## src/rtl/icache_refill_ctrl.sv

```systemverilog
// Instruction-cache line refill controller: burst-reads one line on a miss and owns fence.i invalidation.
// Optional refill counter output o_miss_count is built when ICACHE_MISS_CNT_EN is defined.
//   state  | meaning
//   IDLE   | serving hits; starts refills and issues pending invalidates
//   REQ    | burst request presented, waiting for i_mem_ready
//   WAIT   | collecting read beats into the line buffer
//   FILL   | one-cycle cache write of the assembled line
module icache_refill_ctrl #(
    parameter int BLOCK_WIDTH = 256,
    parameter int WORD_SIZE   = 32,
    parameter int ADDR_WIDTH  = 32
) (
    input  logic                   clk,
    input  logic                   arst,
    input  logic                   i_fetch_req,
    input  logic [ADDR_WIDTH-1:0]  i_instr_addr,
    input  logic                   i_hit,
    input  logic                   i_flush,
    output logic                   o_mem_req,
    output logic [ADDR_WIDTH-1:0]  o_mem_addr,
    input  logic                   i_mem_ready,
    input  logic                   i_mem_rvalid,
    input  logic [WORD_SIZE-1:0]   i_mem_rdata,
    output logic                   o_cache_we,
    output logic [BLOCK_WIDTH-1:0] o_line,
    output logic                   o_invalidate,
    output logic                   o_stall
`ifdef ICACHE_MISS_CNT_EN
    ,
    output logic [31:0]            o_miss_count
`endif
);

    localparam int BEATS    = BLOCK_WIDTH / WORD_SIZE;
    localparam int CNT_W    = (BEATS > 1) ? $clog2(BEATS) : 1;
    localparam int LINE_OFF = $clog2(BLOCK_WIDTH / 8);
    localparam logic [ADDR_WIDTH-1:0] LINE_MASK = {ADDR_WIDTH{1'b1}} << LINE_OFF;
    localparam logic [CNT_W-1:0]      LAST_BEAT = CNT_W'(BEATS - 1);

    typedef enum logic [1:0] {
        S_IDLE,
        S_REQ,
        S_WAIT,
        S_FILL
    } state_t;

    state_t                 r_state;
    logic [CNT_W-1:0]       r_beat;
    logic                   r_flush_pend;
    logic                   r_mem_req;
    logic [ADDR_WIDTH-1:0]  r_mem_addr;
    logic                   r_cache_we;
    logic [BLOCK_WIDTH-1:0] r_line;

    logic w_idle;
    logic w_miss;
    logic w_start;

    assign w_idle  = (r_state == S_IDLE);
    // Misaligned fetches belong to the exception path, so they never count as a miss here.
    assign w_miss  = i_fetch_req & ~i_hit & (i_instr_addr[1:0] == 2'b00);
    // A flush arriving with the miss wins; the refill starts only after the invalidate cycle.
    assign w_start = w_idle & w_miss & ~r_flush_pend & ~i_flush;

    always_ff @(posedge clk) begin
        if (arst) begin
            r_state      <= S_IDLE;
            r_beat       <= '0;
            r_flush_pend <= 1'b0;
            r_mem_req    <= 1'b0;
            r_mem_addr   <= '0;
            r_cache_we   <= 1'b0;
            r_line       <= '0;
        end else begin
            if (i_flush) begin
                r_flush_pend <= 1'b1;
            end else if (w_idle) begin
                r_flush_pend <= 1'b0;
            end

            case (r_state)
                S_IDLE: begin
                    if (w_start) begin
                        r_mem_addr <= i_instr_addr & LINE_MASK;
                        r_mem_req  <= 1'b1;
                        r_state    <= S_REQ;
                    end
                end
                S_REQ: begin
                    if (i_mem_ready) begin
                        r_mem_req <= 1'b0;
                        r_beat    <= '0;
                        r_state   <= S_WAIT;
                    end
                end
                S_WAIT: begin
                    if (i_mem_rvalid) begin
                        r_line[int'(r_beat)*WORD_SIZE +: WORD_SIZE] <= i_mem_rdata;
                        if (r_beat == LAST_BEAT) begin
                            r_cache_we <= 1'b1;
                            r_state    <= S_FILL;
                        end else begin
                            r_beat <= r_beat + CNT_W'(1);
                        end
                    end
                end
                S_FILL: begin
                    r_cache_we <= 1'b0;
                    r_state    <= S_IDLE;
                end
                default: begin
                    r_state <= S_IDLE;
                end
            endcase
        end
    end

`ifdef ICACHE_MISS_CNT_EN
    logic [31:0] r_miss_count;

    always_ff @(posedge clk) begin
        if (arst) begin
            r_miss_count <= '0;
        end else if (w_start) begin
            r_miss_count <= r_miss_count + 32'd1;
        end
    end

    assign o_miss_count = r_miss_count;
`endif

    assign o_mem_req    = r_mem_req;
    assign o_mem_addr   = r_mem_addr;
    assign o_cache_we   = r_cache_we;
    assign o_line       = r_line;
    assign o_invalidate = w_idle & r_flush_pend;
    assign o_stall      = ~w_idle | r_flush_pend | (w_idle & w_miss);

endmodule

```

## config.mk

```make
export PLATFORM = sky130hd
export DESIGN_NAME = icache_refill_ctrl
export DESIGN_NICKNAME = d
export VERILOG_FILES = /design/src/rtl/icache_refill_ctrl.sv
export SDC_FILE = /design/constraint.sdc
export NUM_CORES = 1
export LEC_CHECK = 0
export BUFFER_PORTS_ARGS = -buffer_cell sky130_fd_sc_hd__buf_4
export CAP_MARGIN = 40
export CORE_MARGIN = 2
export CORE_UTILIZATION = 50
export DETAILED_ROUTE_END_ITERATION = 12
export PLACE_DENSITY_LB_ADDON = 0.08
export SYNTH_ARGS = -nofsm -noshare
export SYNTH_HDL_FRONTEND = slang
export SYNTH_SLANG_ARGS = --single-unit
```

## constraint.sdc

```tcl
create_clock -name clk -period 3.23 [get_ports clk]
set_clock_uncertainty 0.1 [all_clocks]
set_input_delay 0.4845 -clock clk [delete_from_list [all_inputs] [get_ports clk]]
set_output_delay 0.4845 -clock clk [all_outputs]
set_load 0.01 [all_outputs]
```

# After elaboration in Yosys (flattened, before gate mapping)

Cells that the tools add are included.

Add/sub/neg operators: 2
Multiply operators: 0
Divide/modulo/power cells: 0
Magnitude comparators: 0
Eq/ne operators: 9
Shift operators: 2
Mux-type cells: 18
Bitwise gates (word level): 12
Reduce and logical (&&, ||, !) cells: 12

Operators by type and width:

| kind                                                                      | number |
|---|---|
| 256-bit bitwise mux                                                       | 1 |
| 32-bit by 33-bit variable shift with 256-bit output, first input constant | 1 |
| 32-bit by 33-bit indexed part select with 256-bit output                  | 1 |
| 8-bit negator with 33-bit output                                          | 1 |
| 3-bit 2-to-1 mux                                                          | 3 |
| 2-bit 2-to-1 mux                                                          | 4 |
| 2-bit != test, second input constant                                      | 4 |
| 2-bit case mux with 4 select lines                                        | 1 |
| 4-bit AND reduction                                                       | 2 |
| 2-bit nonzero test                                                        | 4 |
| 1-bit bitwise AND                                                         | 6 |
| 1-bit 2-to-1 mux                                                          | 6 |
| 3-bit case mux with 2 select lines                                        | 1 |
| 3-bit AND reduction                                                       | 2 |
| 2-bit == test, second input constant                                      | 2 |
| 2-bit zero test                                                           | 2 |
| 1-bit NOT                                                                 | 4 |
| 1-bit case mux with 2 select lines                                        | 2 |
| 2-bit AND reduction                                                       | 2 |
| 3-bit by 1-bit adder with 3-bit output, second input constant             | 1 |
| 3-bit == test, second input constant                                      | 1 |
| 2-bit by 1-bit == test with 1-bit output, second input constant           | 1 |
| 2-bit by 1-bit != test with 1-bit output, second input constant           | 1 |
| 1-bit OR                                                                  | 2 |

Flip-flop bits (word level): 291
Latch bits: 0
Bits in writable memories: 0
Bits in read-only memories: 0
Input port bits: 71
Output and inout bits: 292
Memories kept: 0

# Longest topological paths before layout

Word-level depth: 8
Gate-level depth with buffers: 11
Depth with buffers taken out: 7

# Worst setup path after synthesis

Ideal clock, no wire load.

Kind: register -> register
Start point: reg r_beat[0]
End point: reg r_line[246] (netlist: o_line[246])
Arrival: 2.080 ns
Required time: 2.998 ns
Slack: 0.917 ns
Cell stages (with the launch flop): 11
Path buffers: 4
Period minus slack after synthesis: 2.313 ns
Cell sequence: dfxtp_1 > buf_4 > inv_2 > ha_1 > ha_1 > buf_2 > or3_1 > buf_2 > buf_2 > nand2_1 > a21oi_1

Word-level cells in the longest chain between the ends: 3

RTL lines:

| what                                                                                                                                   | RTL line | text |
|---|---|---|
| start: declaration                                                                                                                     | 48       | `logic [CNT_W-1:0] r_beat;` |
| start signal: assignment                                                                                                               | 103      | `r_beat <= r_beat + CNT_W'(1);` |
| 8-bit negator with 33-bit output *                                                                                                     | 98       | `r_line[int'(r_beat)*WORD_SIZE +: WORD_SIZE] <= i_mem_rdata;` |
| 32-bit by 33-bit indexed part select with 256-bit output / 32-bit by 33-bit variable shift with 256-bit output (equally long branches) | 98       |  |
| 256-bit bitwise mux *                                                                                                                  | 98       |  |
| end signal: indexed assignment                                                                                                         | 98       |  |
| end: declaration                                                                                                                       | 53       | `logic [BLOCK_WIDTH-1:0] r_line;` |

Mark *: on every way between the ends. The rest lies on a longest branch, timed or not.
A chain may end at the register's enable or synchronous reset.

# Worst setup path in the final report

Start point: reg r_beat[1]
End point: reg r_line[108] (netlist: o_line[108])

Same word-level chain as after synthesis.

==> metrics.csv <==
stage,metric,value,unit
clocking,cts.sink_count,291,
die,fp.dieW,152,µm
synthesis,synth_top_area_share,52.8,%
global_routing,grt_pass1_wl,55200,µm
timing,final_period_minus_worst_setup_slack,2.63,ns
finish,diodes,0,
die,fp.coreArea,21800,µm²
global_routing,grt_overflow_total,0,
timing,setup_viol_count_final,0,
die,top_level_ports,363,
synthesis,yosys.cell_types.count,41,
power,power.ir.vdd_worst,471,µV
worst_hold_path,hold_path.class,in -> reg,
finish,fillCellCount,1852,
timing,slew_headroom,50.3,%
global_routing,number_of_global_route_vias_before_repair,9565,
global_routing,global_route.usage.total,29.4,%
run,drv_cap,0,
synthesis,synth_seq_cells,291,
timing,maxClockFrequency,0.381,GHz
clocking,postCtsResizedCells,0,
worst_setup_path,critical_path_class,reg -> reg,
clocking,cts.repair_timing.setup_buffer_count,0,
drt,dr.first_iter.drc_count,783,
worst_setup_path,critPathLaunchType,flop,
global_routing,antenna_found_initial,0,
power,power_density,521,nW/µm²
synthesis,syn_avg_cell_area,7.96,µm²
finish,finalNetCount,1726,
worst_setup_path,crit_path_max_fanout,33,
timing,setup_repair_after_global_routing_missed_its_margin,no,
timing,tightest_slew,0.746,ns
place,gp_congestion,0.815,
timing,hold_viol,0,
clocking,path_clk_slew,0.06,ns
clocking,buffer_type_at_the_clock_tree_root,sky130_fd_sc_hd__clkbuf_16,
drt,routed-via-count,10700,
timing,final.setup.tns,0,ns
synthesis,synth_enable_flop_cells,0,
global_routing,largest_net_degree_at_the_start_of_global_routing,110,
synthesis,prevailing_post_synth_register_cell,sky130_fd_sc_hd__dfxtp_1,
clocking,cts-root-to-sink-buffers,3,
clocking,cts_tree,yes,
synthesis,synth_warnings,0,
drt,initial_drt_pass_iterations,6,
worst_setup_path,worst-endpoint-required,3.52,ns
synthesis,synth_area,11000,µm²
finish,finalCoreUtilization,67.0,%
clocking,post_cts_hold_buffer_count,0,
clocking,clock_buffer_count_from_cts,30,
die,std_cell_rows,54,
worst_setup_path,cp-end-kind,flop,
worst_setup_path,crit_path_cell_trace,"inv_1, ha_1, ha_1, o31ai_2, or2_2, nand2_1, a21oi_1",
finish,final_layout_size_suffix_gt1_share,26.8,%
drt,post_drt_via_cell_ratio,5.49,
synthesis,postSynthCellCount,1385,
worst_setup_path,crit_path_top_delay_cell,sky130_fd_sc_hd__or2_2,
place,dp_hpwl,23200,µm
synthesis,netlist_top_cells_area,"sky130_fd_sc_hd__dfxtp_1, sky130_fd_sc_hd__a21oi_1, sky130_fd_sc_hd__nand2_1",
clocking,worst_skew_pair.late_latency,0.55,ns
finish,area_growth_syn_to_layout,32.3,%
drt,drt-total-wl,36400,µm
place,io_buffer_count,354,
run_status,run_status,"complete, no violations",
worst_setup_path,cpMostUsedCell,sky130_fd_sc_hd__ha_1,
worst_setup_path,worst_path_largest_cell_delay,0.62,ns
timing,slew_violations,0,
power,fin_total_pwr,7.60,mW
synthesis,post-synth-top-area-cell,sky130_fd_sc_hd__dfxtp_1,
place,placed_cells_incl_taps,1892,
synthesis,synthArstFlopShare,0,%
drt,drc_errors,0,
die,fp.dieArea,23300,µm²
synthesis,synth.cells.most_frequent,"sky130_fd_sc_hd__nand2_1, sky130_fd_sc_hd__dfxtp_1, sky130_fd_sc_hd__a21oi_1",
drt,avgRoutedWirePerCell,18.7,µm
finish,layout.cells.non_filler,1946,
power,cellLeakagePower,5.65,nW
die,die_y,152,µm
timing,finalCritPeriodShare,81.3,%
die,floorplan.initialDensity,50.7,%
synthesis,synth_sequential_area_ratio,52.8,%
drt,ant_nets,0,
worst_setup_path,crit_arrival,2.92,ns
clocking,htree_num_levels,1,
synthesis,yosysMostFrequentCell,sky130_fd_sc_hd__nand2_1,
==> metrics by stage <==
step	hold slack, ns	setup slack (ns)	cell area, µm²
after floorplan	0.376	0.917	11000
after global placement	0.338	0.677	13600
after detailed placement	0.343	0.632	13600
after CTS	0.0264	0.626	14600
after global routing	0.0556	0.377	14600
final	0.0465	0.604	14600
==> report_power, final <==
group | switching (mW) | internal (mW) | total (mW) | leakage (nW)
Combinational | 0.264 | 0.147 | 0.412 | 2.80
Sequential | 0.0167 | 3.61 | 3.63 | 2.34
Clock | 1.41 | 2.16 | 3.56 | 0.506
Total | 1.69 | 5.91 | 7.60 | 5.65
==> placed cells by master, fill, tap and decap left out, drive strengths merged, types with 2 or more instances in the layout <==
cell    synthesis  final
a21oi         284    284
nand2         345    345
nand3b          5      5
nand4           2      2
clkbuf         85     41
ha             11     11
buf            72    380
nand2b          4      4
and2            4      4
and4            2      2
inv             7      7
nor3            6      6
dfxtp         291    291
o21ai           6      6
bufinv          0      4
or2             3      3
nor2            9      9
nor3b           3      3
clkinv          0      8
nand3         225    225
conb            1      5
nor2b           2      2
mux2i           2      2
or3             5      5
==> state kept, by name (all words and copies together) (netlist names) <==
| signal | flops |
|---|---|
| o_cache_we | 1 |
| o_line | 256 |
| o_mem_addr | 27 |
| o_mem_req | 1 |
| r_beat | 3 |
| r_flush_pend | 1 |
| r_state | 2 |
==> critical path, delay by kind of cell (launching register included) <==
kind / cells / cell delay, ns
adders and majority gates: 2 / 0.73
DFF: 1 / 0.44
and+or+nand+nor: 2 / 0.79
buffers and inverters: 1 / 0.12
AOI/OAI and AO/OA: 2 / 0.28
==> area by class of cell <==
type / count / area [µm²] / area share, %
inverters: 7 / 26.3 / 0.180
clock inverters: 13 / 168 / 1.15
multi-input cells: 934 / 4480 / 30.7
repair buffers: 380 / 2880 / 19.7
clock buffers: 41 / 853 / 5.85
flip-flops and latches: 291 / 5830 / 39.9
well taps: 280 / 350 / 2.40
==> metal layers <==
layer	vias up	track usage [%]	share of wire [%]
met5	-	0	0
met4	0	8.82	3.0
met3	68	6.11	9.0
met2	438	48.3	48
met1	5050	39.3	40
li1	5124	-	-
==> cells by family after synthesis <==
| family | Yosys count | share of synthesized area, % |
|---|---|---|
| mux | 3 | 0.284 |
| buf+inv | 164 | 6.97 |
| compound gates | 296 | 13.7 |
| simple gates | 619 | 25.0 |
| fa+ha+maj | 11 | 1.25 |
| flops | 291 | 52.8 |
| other cells | 1 | 0.0340 |
==> worst paths after layout <==
kind / startpoint / end / slack [ns] / cells past startpoint
worst max register to register: r_beat[1] / o_line[108] / 0.60 / 7
worst max-delay path: r_beat[1] / o_line[108] / 0.60 / 7
worst min-delay path: i_flush / r_flush_pend / 0.05 / 3
worst min register to register: o_line[139] / o_line[139] / 0.35 / 2
Power figures use the tool's default switching activity.
